===== src/rtl/dqs_dly_scan.sv =====
// DQS delay scan: steps the fine delay pipe through a code range, takes a
// majority vote of dqs_sample at each code and records the first transition.
module dqs_dly_scan #(
  parameter int DLY_WIDTH     = 8,
  parameter int SETTLE_CYCLES = 4,
  parameter int NUM_SAMPLES   = 16
) (
  input  logic                 clk,
  input  logic                 rst,
  input  logic                 start,
  input  logic                 abort,
  input  logic                 dly_ready,
  input  logic [DLY_WIDTH-1:0] dly_first,
  input  logic [DLY_WIDTH-1:0] dly_last,
  input  logic [DLY_WIDTH-1:0] dly_step,
  input  logic                 dqs_sample,
  output logic [DLY_WIDTH-1:0] dly_out,
  output logic                 ld_dly,
  output logic                 set_dly,
  output logic                 busy,
  output logic                 done,
  output logic                 edge_found,
  output logic [DLY_WIDTH-1:0] edge_dly,
  output logic [7:0]           ones_cnt
);

  localparam logic [2:0] S_IDLE     = 3'd0;
  localparam logic [2:0] S_WAIT_RDY = 3'd1;
  localparam logic [2:0] S_LOAD     = 3'd2;
  localparam logic [2:0] S_APPLY    = 3'd3;
  localparam logic [2:0] S_SETTLE   = 3'd4;
  localparam logic [2:0] S_SAMPLE   = 3'd5;
  localparam logic [2:0] S_EVAL     = 3'd6;
  localparam logic [2:0] S_DONE     = 3'd7;

  localparam logic [15:0] SETTLE_LAST = 16'((SETTLE_CYCLES > 0) ? (SETTLE_CYCLES - 1) : 0);
  localparam logic [15:0] SAMPLE_LAST = 16'(NUM_SAMPLES - 1);
  localparam logic [8:0]  MAJ_THRESH  = 9'(NUM_SAMPLES);

  logic [2:0]           state_q, state_d;
  logic [DLY_WIDTH-1:0] cur_q, cur_d;
  logic [DLY_WIDTH-1:0] last_q, last_d;
  logic [DLY_WIDTH-1:0] step_q, step_d;
  logic [15:0]          cnt_q, cnt_d;
  logic [7:0]           count_q, count_d;
  logic                 prev_maj_q, prev_maj_d;
  logic                 first_pt_q, first_pt_d;
  logic [DLY_WIDTH-1:0] dly_out_q, dly_out_d;
  logic                 ld_dly_q, ld_dly_d;
  logic                 set_dly_q, set_dly_d;
  logic                 busy_q, busy_d;
  logic                 done_q, done_d;
  logic                 edge_found_q, edge_found_d;
  logic [DLY_WIDTH-1:0] edge_dly_q, edge_dly_d;
  logic [7:0]           ones_cnt_q, ones_cnt_d;
  logic                 maj_s;
  logic [DLY_WIDTH:0]   next_cur_s;

  always_comb begin
    state_d      = state_q;
    cur_d        = cur_q;
    last_d       = last_q;
    step_d       = step_q;
    cnt_d        = cnt_q;
    count_d      = count_q;
    prev_maj_d   = prev_maj_q;
    first_pt_d   = first_pt_q;
    edge_found_d = edge_found_q;
    edge_dly_d   = edge_dly_q;
    ones_cnt_d   = ones_cnt_q;
    maj_s        = ({count_q, 1'b0} > MAJ_THRESH);
    next_cur_s   = {1'b0, cur_q} + {1'b0, step_q};

    // abort overrides every transition, including a simultaneous start
    if (abort) begin
      state_d = S_IDLE;
    end else begin
      case (state_q)
        S_IDLE: begin
          if (start) begin
            cur_d        = dly_first;
            last_d       = dly_last;
            step_d       = (dly_step == '0) ? DLY_WIDTH'(1) : dly_step;
            edge_found_d = 1'b0;
            edge_dly_d   = '0;
            first_pt_d   = 1'b1;
            state_d      = S_WAIT_RDY;
          end else begin
            state_d = S_IDLE;
          end
        end
        S_WAIT_RDY: begin
          state_d = dly_ready ? S_LOAD : S_WAIT_RDY;
        end
        S_LOAD: begin
          cnt_d   = 16'd0;
          count_d = 8'd0;
          state_d = dly_ready ? S_APPLY : S_WAIT_RDY;
        end
        S_APPLY: begin
          if (!dly_ready) begin
            state_d = S_WAIT_RDY;
          end else begin
            state_d = (SETTLE_CYCLES == 0) ? S_SAMPLE : S_SETTLE;
          end
        end
        S_SETTLE: begin
          if (!dly_ready) begin
            state_d = S_WAIT_RDY;
          end else if (cnt_q == SETTLE_LAST) begin
            cnt_d   = 16'd0;
            state_d = S_SAMPLE;
          end else begin
            cnt_d = cnt_q + 16'd1;
          end
        end
        S_SAMPLE: begin
          if (!dly_ready) begin
            state_d = S_WAIT_RDY;
          end else begin
            count_d = count_q + {7'd0, dqs_sample};
            if (cnt_q == SAMPLE_LAST) begin
              state_d = S_EVAL;
            end else begin
              cnt_d = cnt_q + 16'd1;
            end
          end
        end
        S_EVAL: begin
          ones_cnt_d = count_q;
          if (!first_pt_q && (maj_s != prev_maj_q) && !edge_found_q) begin
            edge_found_d = 1'b1;
            edge_dly_d   = cur_q;
          end else begin
            edge_found_d = edge_found_q;
          end
          prev_maj_d = maj_s;
          first_pt_d = 1'b0;
          // cur>=last also terminates the first>last case after one point
          if ((cur_q >= last_q) || (next_cur_s > {1'b0, last_q}) || next_cur_s[DLY_WIDTH]) begin
            state_d = S_DONE;
          end else begin
            cur_d   = next_cur_s[DLY_WIDTH-1:0];
            state_d = S_LOAD;
          end
        end
        S_DONE: begin
          state_d = S_IDLE;
        end
        default: begin
          state_d = S_IDLE;
        end
      endcase
    end

    // outputs are registered copies of what the next state implies
    ld_dly_d  = (state_d == S_LOAD);
    set_dly_d = (state_d == S_APPLY);
    busy_d    = (state_d != S_IDLE);
    done_d    = (state_d == S_DONE);
    dly_out_d = (state_d == S_LOAD) ? cur_d : dly_out_q;
  end

  always_ff @(posedge clk or negedge rst) begin
    if (!rst) begin
      state_q      <= S_IDLE;
      cur_q        <= '0;
      last_q       <= '0;
      step_q       <= '0;
      cnt_q        <= 16'd0;
      count_q      <= 8'd0;
      prev_maj_q   <= 1'b0;
      first_pt_q   <= 1'b0;
      dly_out_q    <= '0;
      ld_dly_q     <= 1'b0;
      set_dly_q    <= 1'b0;
      busy_q       <= 1'b0;
      done_q       <= 1'b0;
      edge_found_q <= 1'b0;
      edge_dly_q   <= '0;
      ones_cnt_q   <= 8'd0;
    end else begin
      state_q      <= state_d;
      cur_q        <= cur_d;
      last_q       <= last_d;
      step_q       <= step_d;
      cnt_q        <= cnt_d;
      count_q      <= count_d;
      prev_maj_q   <= prev_maj_d;
      first_pt_q   <= first_pt_d;
      dly_out_q    <= dly_out_d;
      ld_dly_q     <= ld_dly_d;
      set_dly_q    <= set_dly_d;
      busy_q       <= busy_d;
      done_q       <= done_d;
      edge_found_q <= edge_found_d;
      edge_dly_q   <= edge_dly_d;
      ones_cnt_q   <= ones_cnt_d;
    end
  end

  assign dly_out    = dly_out_q;
  assign ld_dly     = ld_dly_q;
  assign set_dly    = set_dly_q;
  assign busy       = busy_q;
  assign done       = done_q;
  assign edge_found = edge_found_q;
  assign edge_dly   = edge_dly_q;
  assign ones_cnt   = ones_cnt_q;

endmodule


===== config.mk =====
export PLATFORM = sky130hd
export DESIGN_NAME = dqs_dly_scan
export DESIGN_NICKNAME = d
export VERILOG_FILES = /design/src/rtl/dqs_dly_scan.sv
export SDC_FILE = /design/constraint.sdc
export NUM_CORES = 1
export LEC_CHECK = 0
export BUFFER_PORTS_ARGS = -buffer_cell sky130_fd_sc_hd__buf_2
export CORE_MARGIN = 3
export CORE_UTILIZATION = 35
export CTS_CLUSTER_SIZE = 25
export DETAILED_ROUTE_END_ITERATION = 16
export SLEW_MARGIN = 20
export SYNTH_ARGS = -nofsm -noshare
export SYNTH_HDL_FRONTEND = slang
export SYNTH_SLANG_ARGS = --single-unit

===== constraint.sdc =====
create_clock -name clk -period 10.5 [get_ports clk]
set_input_delay 2.625 -clock clk [delete_from_list [all_inputs] [get_ports clk]]
set_output_delay 2.625 -clock clk [all_outputs]
set_load 0.02 [all_outputs]

Yosys cells after proc, flatten, opt, wreduce, memory -nomap -nowiden
Index checks and enable logic that the tools add are counted.
- bits in registers: 82
- output and inout port bits: 29
- word-level logic and storage cells: 90
- $add $sub $neg: 3
- $lt $le $gt $ge: 3
- equality and inequality tests: 18
- mux-type cells: 31
- bitwise logic cells: 1
- reductions and logical operators: 18
- operator list (cell ; number):
    $mux W16 ; 4
    $mux W8 ; 7
    $pmux W16 S3 ; 1
    $pmux W8 S2 ; 3
    $pmux W3 S8 ; 1
    $mux W3 ; 7
    $add A16 B1 Y16 const B ; 1
    $eq A16 B2 Y1 const B ; 1
    $eq A16 B4 Y1 const B ; 1
    $eq A3 B3 Y1 const B ; 5
    $eq A3 B2 Y1 const B ; 4
    $ne A2 B2 Y1 const B ; 5
    $add A8 B8 Y9 ; 1
    $gt A9 B5 Y1 const B ; 1
    $gt A9 B8 Y1 ; 1
    $reduce_and A3 Y1 ; 3
    $add A8 B1 Y8 ; 1
    $ge A8 B8 Y1 ; 1
    $logic_not A8 Y1 ; 1
    $reduce_bool A3 Y1 ; 2
    $reduce_and A5 Y1 ; 1
    $mux W1 ; 4
    $mux W2 ; 2
    $pmux W1 S2 ; 2
    10 further kinds ; 14

Logic depth before layout (Yosys ltp)
Gate-level depths: netlist (run 1).
- word-level depth: 8
- depth in mapped cells: 16
- mapped depth without buffers: 16

Worst setup path before layout (run 1)
No wires, ideal clock.
- kind: input -> register
- start point: input abort
- end point: register dly_out_q[1], in the netlist dly_out[1]
- setup time: 125 ps
- arrival time: 4011 ps
- data required time: 10375 ps
- slack: 6364 ps
- cell stages on the path: 7
- path through: clkbuf_1 > inv_1 > nand2_1 > clkbuf_1 > nor3_1 > a221o_1 > mux2_4
- elaborated cells between the ends (all ways): 3
- those cells by class: eq/ne (1); mux (2)
- RTL lines (element ; line ; RTL):
    start, declared ; 11 ; input logic abort,
    $mux W8 ; 75 ; if (abort) begin
    named net cur_d[1] ; 41 ; logic [DLY_WIDTH-1:0] cur_q, cur_d;
    end signal, assigned ; 191 ; dly_out_q <= dly_out_d;
    end, declared ; 48 ; logic [DLY_WIDTH-1:0] dly_out_q, dly_out_d;
The timed path passes the listed nets, and every way through them passes these cells.
A chain may end at the register's enable or synchronous reset.

Final worst setup path (run 1)
- start point: input dly_ready
- end point: register cnt_q[9]
- word-level cells in the longest chain between the ends: 2
- elaborated cells between the ends (all ways): 3
- those cells by class: eq/ne (2); reduce/logical (1)
- ends and longest elaborated chain (element ; line ; RTL):
    start, declared ; 12 ; input logic dly_ready,
    $ne A2 B2 Y1 (no line) ; n/a ;
    $reduce_and A5 Y1 (no line) (*) ; n/a ;
    end signal, assigned ; 187 ; cnt_q <= cnt_d;
    end, declared ; 44 ; logic [15:0] cnt_q, cnt_d;
Every way passes the cells marked *; elsewhere a longest branch is shown, timed or not.

==> impl_metrics.ini, run 1 <==
[grt]
grt_pass1_wl_mm = 17.6
use_met2_pct = 24.9
antenna_found_initial = 0
grt_overflow = 0
grt_use_met3_pct = 4.64
first_global_vias = 3452
use_met1_pct = 20.6
grt.total_usage_pct = 15.5
top_usage_layer = met2
grt_max_degree = 83

[floorplan]
coreArea_um2 = 12200
dieArea_um2 = 14100
rows = 40
initial_utilization_pct = 36.3
fp.dieW_um = 119
die_y_um = 119
ioPinCount = 59

[setup_path]
rr_worst_depth = 16
reg2reg_from = cur_q[0]$_DFF_PN0_
cp_max_fo = 13
worstPathArrival_ns = 4.31
critPathRequiredTime_ns = 10.69
reg2reg_to = dly_out[1]$_DFFE_PN0N_
start_kind = primary input
critical_path_class = in2reg
end_kind = flip-flop
ff2ff_setup_slack_ns = 6.65

[cells_and_area]
diodes = 0
multi_input_area_um2 = 2260
stdcell_count = 673
syn_to_final_growth_pct = 17.4
num-nets-final = 558
drive_above_1_share_pct = 20.8
regArea_um2 = 2050
filler_cell_count = 1187

[timing]
fin_setup_tns_ns = 0
period_share_pct = 39.3
hold_viol_final = 0
maxSlewHeadroom_pct = 40.8
whs_ns = 0.470
grt_setup_unrepaired = false
worstMarginPinSlew_ns = 0.886
max_freq_mhz = 243
skew_ns = 0.00807
setup_viol = 0
period_needed_ns = 4.12
drv_slew = 0

[logic_synthesis]
ys.flop_type = dfrtp_1
synth-edff-count = 0
synthCells = 441
syn_avg_cell_area_um2 = 10.1
syn-num-nets = 499
synth-seq-cells = 82
yosysWarningCount = 0
ys_async_sr_fraction_pct = 100
synth_seq_area_share_pct = 46.3
ys_types = 55
synth_area_um2 = 4430

[pwr]
p_leak_nw = 2.54
max-vdd-ir-drop_mv = 0.0751
p_per_area_nw_per_um2 = 198

[clocking]
clkTransAtPathRegs_ns = 0.06
cts_buffers = 9
cts-root-buf = clkbuf_16
clk_path_buf_depth = 2
ctsResizeCount = 0
cts_htree_levels = 3
cts_sinks = 82
clock_latency_ns = 0.34
holdBufCountCts = 0
tritoncts = done
post_cts_buffers = 0

[placed_design]
dp_hpwl_mm = 7.62
port_buffers = 58
place_congestion = 0.896
place_inst = 657

[routing]
viasPerCell = 5.08
vias = 3417
wl_mm = 10.3
drc = 0
postRouteAntennaNets = 0
drt-initial-drc-count = 256
drt-wirelength-per-cell_um = 15.2
firstDrtPassIters = 4

[worst_hold_path]
hp-start = ones_cnt[7]$_DFFE_PN0P_
whs_path_depth = 2
min_delay_worst_endpoint = ones_cnt[7]$_DFFE_PN0P_
min_path_type = reg2reg

[job]
cap_violations = 0

[run_status]
outcome = finished clean
placed cells by master, fill, tap and decap left out, types with 5 or more instances in the layout:
cell,instances
dfrtp_1,82
nand2_1,64
buf_2,57
nor2_1,34
o21ai_0,27
ha_1,27
inv_1,20
a21oi_1,16
nand3_1,16
xnor2_1,11
and3_1,10
nor3_1,9
clkbuf_16,9
mux2_2,8
xor2_1,8
mux2_4,8
a22o_1,8
nand4_1,7
and2_1,6
a221o_1,6
nor4_1,5
o211ai_1,5
registers in the layout, summed over array words and instances (netlist names), 3 cells and up:
register and cells:
count_q 8, step_q 8, edge_dly 8, dly_out 8, cnt_q 16, ones_cnt 8
last_q 8, cur_q 8, state_q 3
logic make-up after synthesis:
logic type | count (synthesis) | synth area share, %
AO/OA/AOI/OAI | 89 | 14.6
XOR/XNOR | 19 | 3.75
adder cells (fa/ha/maj) | 28 | 8.07
buffers and inverters | 31 | 2.77
flip-flops | 82 | 46.3
multiplexers | 16 | 4.74
AND/OR/NAND/NOR | 176 | 19.7
power breakdown:
part           internal (W)  total, W  switching (W)
sequential         0.000352  0.000384      0.0000321
combinational      0.000142  0.000327       0.000185
clock              0.000186  0.000318       0.000132
total              0.000680   0.00103       0.000348
worst max-delay path by stage:
stage | endpoint | slack, ns | start | depth (start not counted)
4_1_cts | dly_out[4]$_DFFE_PN0N_ | 6.25 | abort | 5
3_5_place_dp | dly_out[4]$_DFFE_PN0N_ | 5.88 | abort | 5
6_report | cnt_q[9]$_DFFE_PN0P_ | 6.38 | dly_ready | 7
5_1_grt | cnt_q[4]$_DFFE_PN0P_ | 6.12 | dly_ready | 7
2_1_floorplan | dly_out[1]$_DFFE_PN0N_ | 6.36 | abort | 7
3_3_place_gp | dly_out[3]$_DFFE_PN0N_ | 5.96 | abort | 5
through the flow:
stage	power [W]	setup slack [ns]	cell area, um^2	util (%)
after global routing	0.00109	6.12	5210	42.6
after CTS	0.00104	6.25	5200	42.6
after floorplan	0.000626	6.36	4430	-
final	0.00103	6.38	5210	42.6
after detailed placement	0.000716	5.88	4900	40.1
after global placement	0.000707	5.96	4900	40.1
worst max-delay path, cell delays in order:
cell and delay (ns):
buf_2 0.15, nand3b_1 0.12, a21oi_1 0.15, a31oi_1 0.08
or2_2 0.36, nor2b_1 0.71, nor2_1 0.11
cells in the mapped netlist (2+ instances only):
master,instances,share of area (%)
nand4_1,7,0.99
o211ai_1,5,0.85
and3_1,10,1.4
buf_2,5,0.56
ha_1,27,7.6
a221o_1,6,1.4
nor2b_1,3,0.42
nor2_1,36,3.0
and2_1,6,0.85
dfrtp_1,82,46
nand2b_1,3,0.42
mux2_2,8,2.0
nand3b_1,2,0.34
o21a_1,3,0.51
inv_1,20,1.7
o31ai_1,3,0.51
a21oi_1,16,1.8
o21ai_0,27,3.0
xnor2_1,11,2.2
nand2_1,64,5.4
xor2_1,8,1.6
and4_1,2,0.40
a211oi_1,3,0.51
nor3_1,9,1.0
a21o_1,3,0.51
clkbuf_1,6,0.51
nand3_1,16,1.8
a31oi_1,3,0.42
or3_1,2,0.28
nor4_1,5,0.71
mux2_4,8,2.7
a22o_1,8,1.6
a21oi_4,2,0.73
routing by layer:
| metal | share of wire, % | vias to the layer above |
|---|---|---|
| li1 | - | 1686 |
| met5 | 0 | - |
| met3 | 4.7 | 10 |
| met2 | 49 | 76 |
| met1 | 46 | 1645 |
| met4 | 1.1 | 0 |
final cells by class:
class,instances,area share [%]
clock buffers,9,4.33
clock inverters,7,1.47
inverters,20,1.44
multi-input cells,328,43.5
flip-flops and latches,82,39.4
well taps,168,4.04
repair buffers,59,5.84
No activity file was read; power rests on OpenSTA's default activity.
==> run 2, diff against run 1 <==
clock period = 4.2 ns   (was 10.5 ns; I/O delays follow)
==> impl_metrics.ini, run 2 (synthesis results as in run 1) <==
[floorplan]
ioPinCount = 59
dieArea_um2 = 14100
fp.dieW_um = 119
initial_utilization_pct = 36.3
coreArea_um2 = 12200
rows = 40
die_y_um = 119

[timing]
skew_ns = 0.00643
period_share_pct = 89.2
fin_setup_tns_ns = 0
hold_viol_final = 0
drv_slew = 0
max_freq_mhz = 267
maxSlewHeadroom_pct = 37.9
grt_setup_unrepaired = false
period_needed_ns = 3.75
worstMarginPinSlew_ns = 0.930
setup_viol = 0

[cells_and_area]
filler_cell_count = 1224
diodes = 0
final_cell_mix = dfrtp_1, nand2_1, buf_2
num-nets-final = 559
final_common_cell = dfrtp_1
stdcell_area_um2 = 5200
multi_input_area_um2 = 2260
syn_to_final_growth_pct = 17.2
stdcell_count = 674
largest_reg_flops = 16
regArea_um2 = 2050
post-route-util_pct = 42.6
drive_above_1_share_pct = 20.4
registers.top_by_ff_count = cnt_q

[clocking]
clk_path_buf_depth = 2
ctsResizeCount = 0
cts_htree_levels = 3
cts_sinks = 82
clkTransAtPathRegs_ns = 0.06
cts_buffers = 9
tritoncts = done
cts-root-buf = clkbuf_16
holdBufCountCts = 0
post_cts_buffers = 0
clock_latency_ns = 0.34

[run_status]
outcome = finished clean

[setup_path]
start_kind = flip-flop
path_cells = ha_1, inv_1, fa_1, nor2b_4, o31a_1, o21a_1, nor2_1, xnor2_1, ha_1, nand4_1, a21oi_1, a211oi_2, o211ai_4, a21oi_4, nand3_4, mux2_4
worstPathArrival_ns = 3.97
critPathBufInv = 1
cp_max_fo = 9
end_kind = flip-flop
cpMostUsedCell = ha_1
slowest_stage = fa_1
max_stage_delay_ns = 0.43
critPathRequiredTime_ns = 4.42
critical_path_class = reg2reg
crit_family = compound AO/OA/AOI/OAI gates

[routing]
drt-wirelength-per-cell_um = 15.7
drt-initial-drc-count = 173
drc = 0
wl_mm = 10.6
firstDrtPassIters = 4
postRouteAntennaNets = 0
viasPerCell = 5.08
vias = 3427

[placed_design]
place_inst = 658
dpl_cell_area_um2 = 4910
dp_hpwl_mm = 7.91
port_buffers = 58
place_congestion = 0.884

[grt]
first_global_vias = 3520
grt.total_usage_pct = 15.7
grt_overflow = 0
antenna_found_initial = 0
use_met1_pct = 19.8
grt_pass1_wl_mm = 17.9
top_usage_layer = met2
grt_max_degree = 83
use_met2_pct = 25.9
grt_use_met3_pct = 4.64

[worst_hold_path]
min_path_type = reg2reg

[job]
cap_violations = 0

[pwr]
p_per_area_nw_per_um2 = 492
p_leak_nw = 2.54
max-vdd-ir-drop_mv = 0.199
-- run 2: layout make-up --
cell class / instances / area share (%)
flip-flops and latches: 82 / 39.5
clock inverters: 5 / 1.06
clock buffers: 11 / 4.48
inverters: 20 / 1.44
repair buffers: 60 / 5.99
multi-input cells: 328 / 43.5
well taps: 168 / 4.04
-- run 2: routing by layer --
| layer | up-vias | share of wire [%] |
|---|---|---|
| li1 | 1697 | - |
| met1 | 1629 | 45 |
| met3 | 18 | 5.1 |
| met5 | - | 0 |
| met4 | 0 | 2.1 |
| met2 | 83 | 48 |
-- run 2: worst paths after layout --
| kind | from | endpoint | slack (ns) | cells past startpoint |
|---|---|---|---|---|
| worst max-delay path | cur_q[0]$_DFF_PN0_ | dly_out[6]$_DFFE_PN0N_ | 0.45 | 16 |
| worst min-delay path | ones_cnt[2]$_DFFE_PN0P_ | ones_cnt[2]$_DFFE_PN0P_ | 0.47 | 2 |
| worst max register to register | cur_q[0]$_DFF_PN0_ | dly_out[6]$_DFFE_PN0N_ | 0.45 | 16 |
| worst min register to register | ones_cnt[2]$_DFFE_PN0P_ | ones_cnt[2]$_DFFE_PN0P_ | 0.47 | 2 |
| max in group asynchronous | rst | ones_cnt[2]$_DFFE_PN0P_ | 2.94 | 1 |
| min in group asynchronous | rst | edge_dly[3]$_DFFE_PN0P_ | 0.75 | 1 |
-- run 2: power breakdown --
part           internal [W]  switching (W)  total, W
Combinational      0.000357       0.000470  0.000826
Clock              0.000459       0.000311  0.000770
Sequential         0.000881      0.0000800  0.000961
-- run 2: worst register-to-register path: stages (launching register included) --
cell and delay [ns]:
dfrtp_1 0.39, ha_1 0.19, inv_1 0.05, fa_1 0.43, nor2b_4 0.14, o31a_1 0.23, o21a_1 0.14, nor2_1 0.04
xnor2_1 0.22, ha_1 0.30, nand4_1 0.12, a21oi_1 0.06, a211oi_2 0.34, o211ai_4 0.18, a21oi_4 0.24, nand3_4 0.20
mux2_4 0.35
-- run 2: through the flow --
step           power [W]  hold slack, ns  setup slack, ns
3_5_place_dp     0.00180           0.458            0.473
3_3_place_gp     0.00178           0.461            0.536
5_1_grt          0.00274           0.493            0.205
6_report         0.00256           0.467            0.452
4_1_cts          0.00259           0.473            0.441
2_1_floorplan    0.00157           0.459            0.819
==> run 3, diff against run 2 <==
CORE_ASPECT_RATIO = 2   (was unset)
SLEW_MARGIN = unset   (was 20)
clock period = 4.64 ns   (was 4.2 ns; I/O delays follow)
==> impl_metrics.ini, run 3 (synthesis results as in run 1) <==
[run_status]
outcome = finished clean

[routing]
wl_mm = 11.5
drc = 0
viasPerCell = 5.39
drt-wirelength-per-cell_um = 17.6
drt-initial-drc-count = 115
vias = 3513
postRouteAntennaNets = 0
firstDrtPassIters = 4

[clocking]
cts_buffers = 9
ctsResizeCount = 0
post_cts_buffers = 0
clkTransAtPathRegs_ns = 0.06
tritoncts = done
clk_path_buf_depth = 2
clock_latency_ns = 0.34
cts_sinks = 82
cts-root-buf = clkbuf_16
cts_htree_levels = 3
holdBufCountCts = 0

[timing]
grt_setup_unrepaired = false
fin_setup_tns_ns = 0
maxSlewHeadroom_pct = 30.9
worstMarginPinSlew_ns = 1.04
hold_viol_final = 0
period_needed_ns = 3.89
period_share_pct = 83.7
drv_slew = 0
max_freq_mhz = 257
skew_ns = 0.00524
setup_slack_ns = 0.755
setup_viol = 0

[pwr]
p_per_area_nw_per_um2 = 464
p_leak_nw = 2.55
swShare_pct = 33.9
combPwrFrac_pct = 32.1
seqPwrFrac_pct = 36.3
power.switching_w = 0.000815
clkPwrFrac_pct = 31.5
internal_power_w = 0.00159
max-vdd-ir-drop_mv = 0.367

[grt]
grt_pass1_wl_mm = 18.8
grt_overflow = 0
antenna_found_initial = 0
grt_max_degree = 83
grt.total_usage_pct = 17.2
first_global_vias = 3776

[setup_path]
cpMostUsedCell = ha_1
cp_max_fo = 9
critPathBufInv = 1
end_kind = flip-flop
ff2ff_setup_slack_ns = 0.75
critPathRequiredTime_ns = 4.87
rr_worst_depth = 16
max_stage_delay_ns = 0.43
path_cells = ha_1, inv_1, fa_1, nor2b_4, o31a_1, o21a_1, nor2_1, xnor2_1, ha_1, nand4_1, a21oi_1, a211oi_2, o211ai_4, a21oi_4, nand3_4, mux2_4
slowest_stage = fa_1
reg2reg_from = cur_q[0]$_DFF_PN0_
crit_family = compound AO/OA/AOI/OAI gates
worstPathArrival_ns = 4.11
start_kind = flip-flop
critical_path_class = reg2reg
reg2reg_to = dly_out[4]$_DFFE_PN0N_

[cells_and_area]
syn_to_final_growth_pct = 17.0
stdcell_area_um2 = 5190
registers.top_by_ff_count = cnt_q
diodes = 0
largest_reg_flops = 16
drive_above_1_share_pct = 20.2
filler_cell_count = 1202
num-nets-final = 559
final_cell_mix = dfrtp_1, nand2_1, buf_2
final_common_cell = dfrtp_1

[placed_design]
place_ws_ns = 0.759
port_buffers = 58
dpl_cell_area_um2 = 4880
dp_hpwl_mm = 8.87
place_congestion = 0.897

[floorplan]
initial_utilization_pct = 36.1
coreArea_um2 = 12300
rows = 57
fp.dieW_um = 85.6
ioPinCount = 59
die_y_um = 165
dieArea_um2 = 14100

[worst_hold_path]
hp-start = ones_cnt[3]$_DFFE_PN0P_
min_delay_worst_endpoint = ones_cnt[3]$_DFFE_PN0P_
whs_path_depth = 2
min_path_type = reg2reg

[job]
cap_violations = 0
run 3: stage by stage:
step	hold WS [ns]	util [%]	std cells	power, W
after floorplan	0.459	-	441	0.00142
after global placement	0.461	39.8	637	0.00164
after detailed placement	0.461	39.8	637	0.00166
after CTS	0.477	42.3	652	0.00242
after global routing	0.507	42.3	652	0.00253
final	0.478	42.3	652	0.00241
run 3: worst max path at each step:
stage / start / to / depth (start not counted)
2_1_floorplan: cur_q[0]$_DFF_PN0_ / dly_out[3]$_DFFE_PN0N_ / 16
3_3_place_gp: cur_q[0]$_DFF_PN0_ / dly_out[1]$_DFFE_PN0N_ / 16
3_5_place_dp: cur_q[0]$_DFF_PN0_ / dly_out[4]$_DFFE_PN0N_ / 16
4_1_cts: cur_q[0]$_DFF_PN0_ / dly_out[1]$_DFFE_PN0N_ / 16
5_1_grt: cur_q[0]$_DFF_PN0_ / dly_out[4]$_DFFE_PN0N_ / 16
6_report: cur_q[0]$_DFF_PN0_ / dly_out[4]$_DFFE_PN0N_ / 16
run 3: layout make-up:
cell class	instances	area, um^2	share of cell area (%)
inverter	20	75.1	1.45
timing repair buffer	60	308	5.93
clock inverter	4	76.3	1.47
multi-input combinational	328	2260	43.6
tap	147	184	3.54
clock buffer	11	233	4.49
sequential	82	2050	39.5
run 3: worst reg2reg max path, stage by stage, from the launching register on:
cell and delay [ns]:
dfrtp_1 0.41, ha_1 0.19, inv_1 0.05, fa_1 0.43, nor2b_4 0.13, o31a_1 0.21
o21a_1 0.14, nor2_1 0.04, xnor2_1 0.31, ha_1 0.33, nand4_1 0.13, a21oi_1 0.07
a211oi_2 0.34, o211ai_4 0.18, a21oi_4 0.25, nand3_4 0.20, mux2_4 0.35
run 3: power groups by stage:
stage / Combinational, W / Clock (W) / Sequential [W]
after floorplan: 0.000525 / 0 / 0.000892
after global placement: 0.000752 / 0 / 0.000888
after detailed placement: 0.000773 / 0 / 0.000888
after CTS: 0.000776 / 0.000768 / 0.000877
after global routing: 0.000848 / 0.000797 / 0.000883
final: 0.000773 / 0.000759 / 0.000875
run 3: metal layers:
layer / GRT usage [%] / vias up / share of wire, %
met5: 0 / - / 0
met3: 3.38 / 22 / 3.5
li1: - / 1694 / -
met2: 33.5 / 66 / 57
met1: 16.6 / 1731 / 36
met4: 8.50 / 0 / 4.0
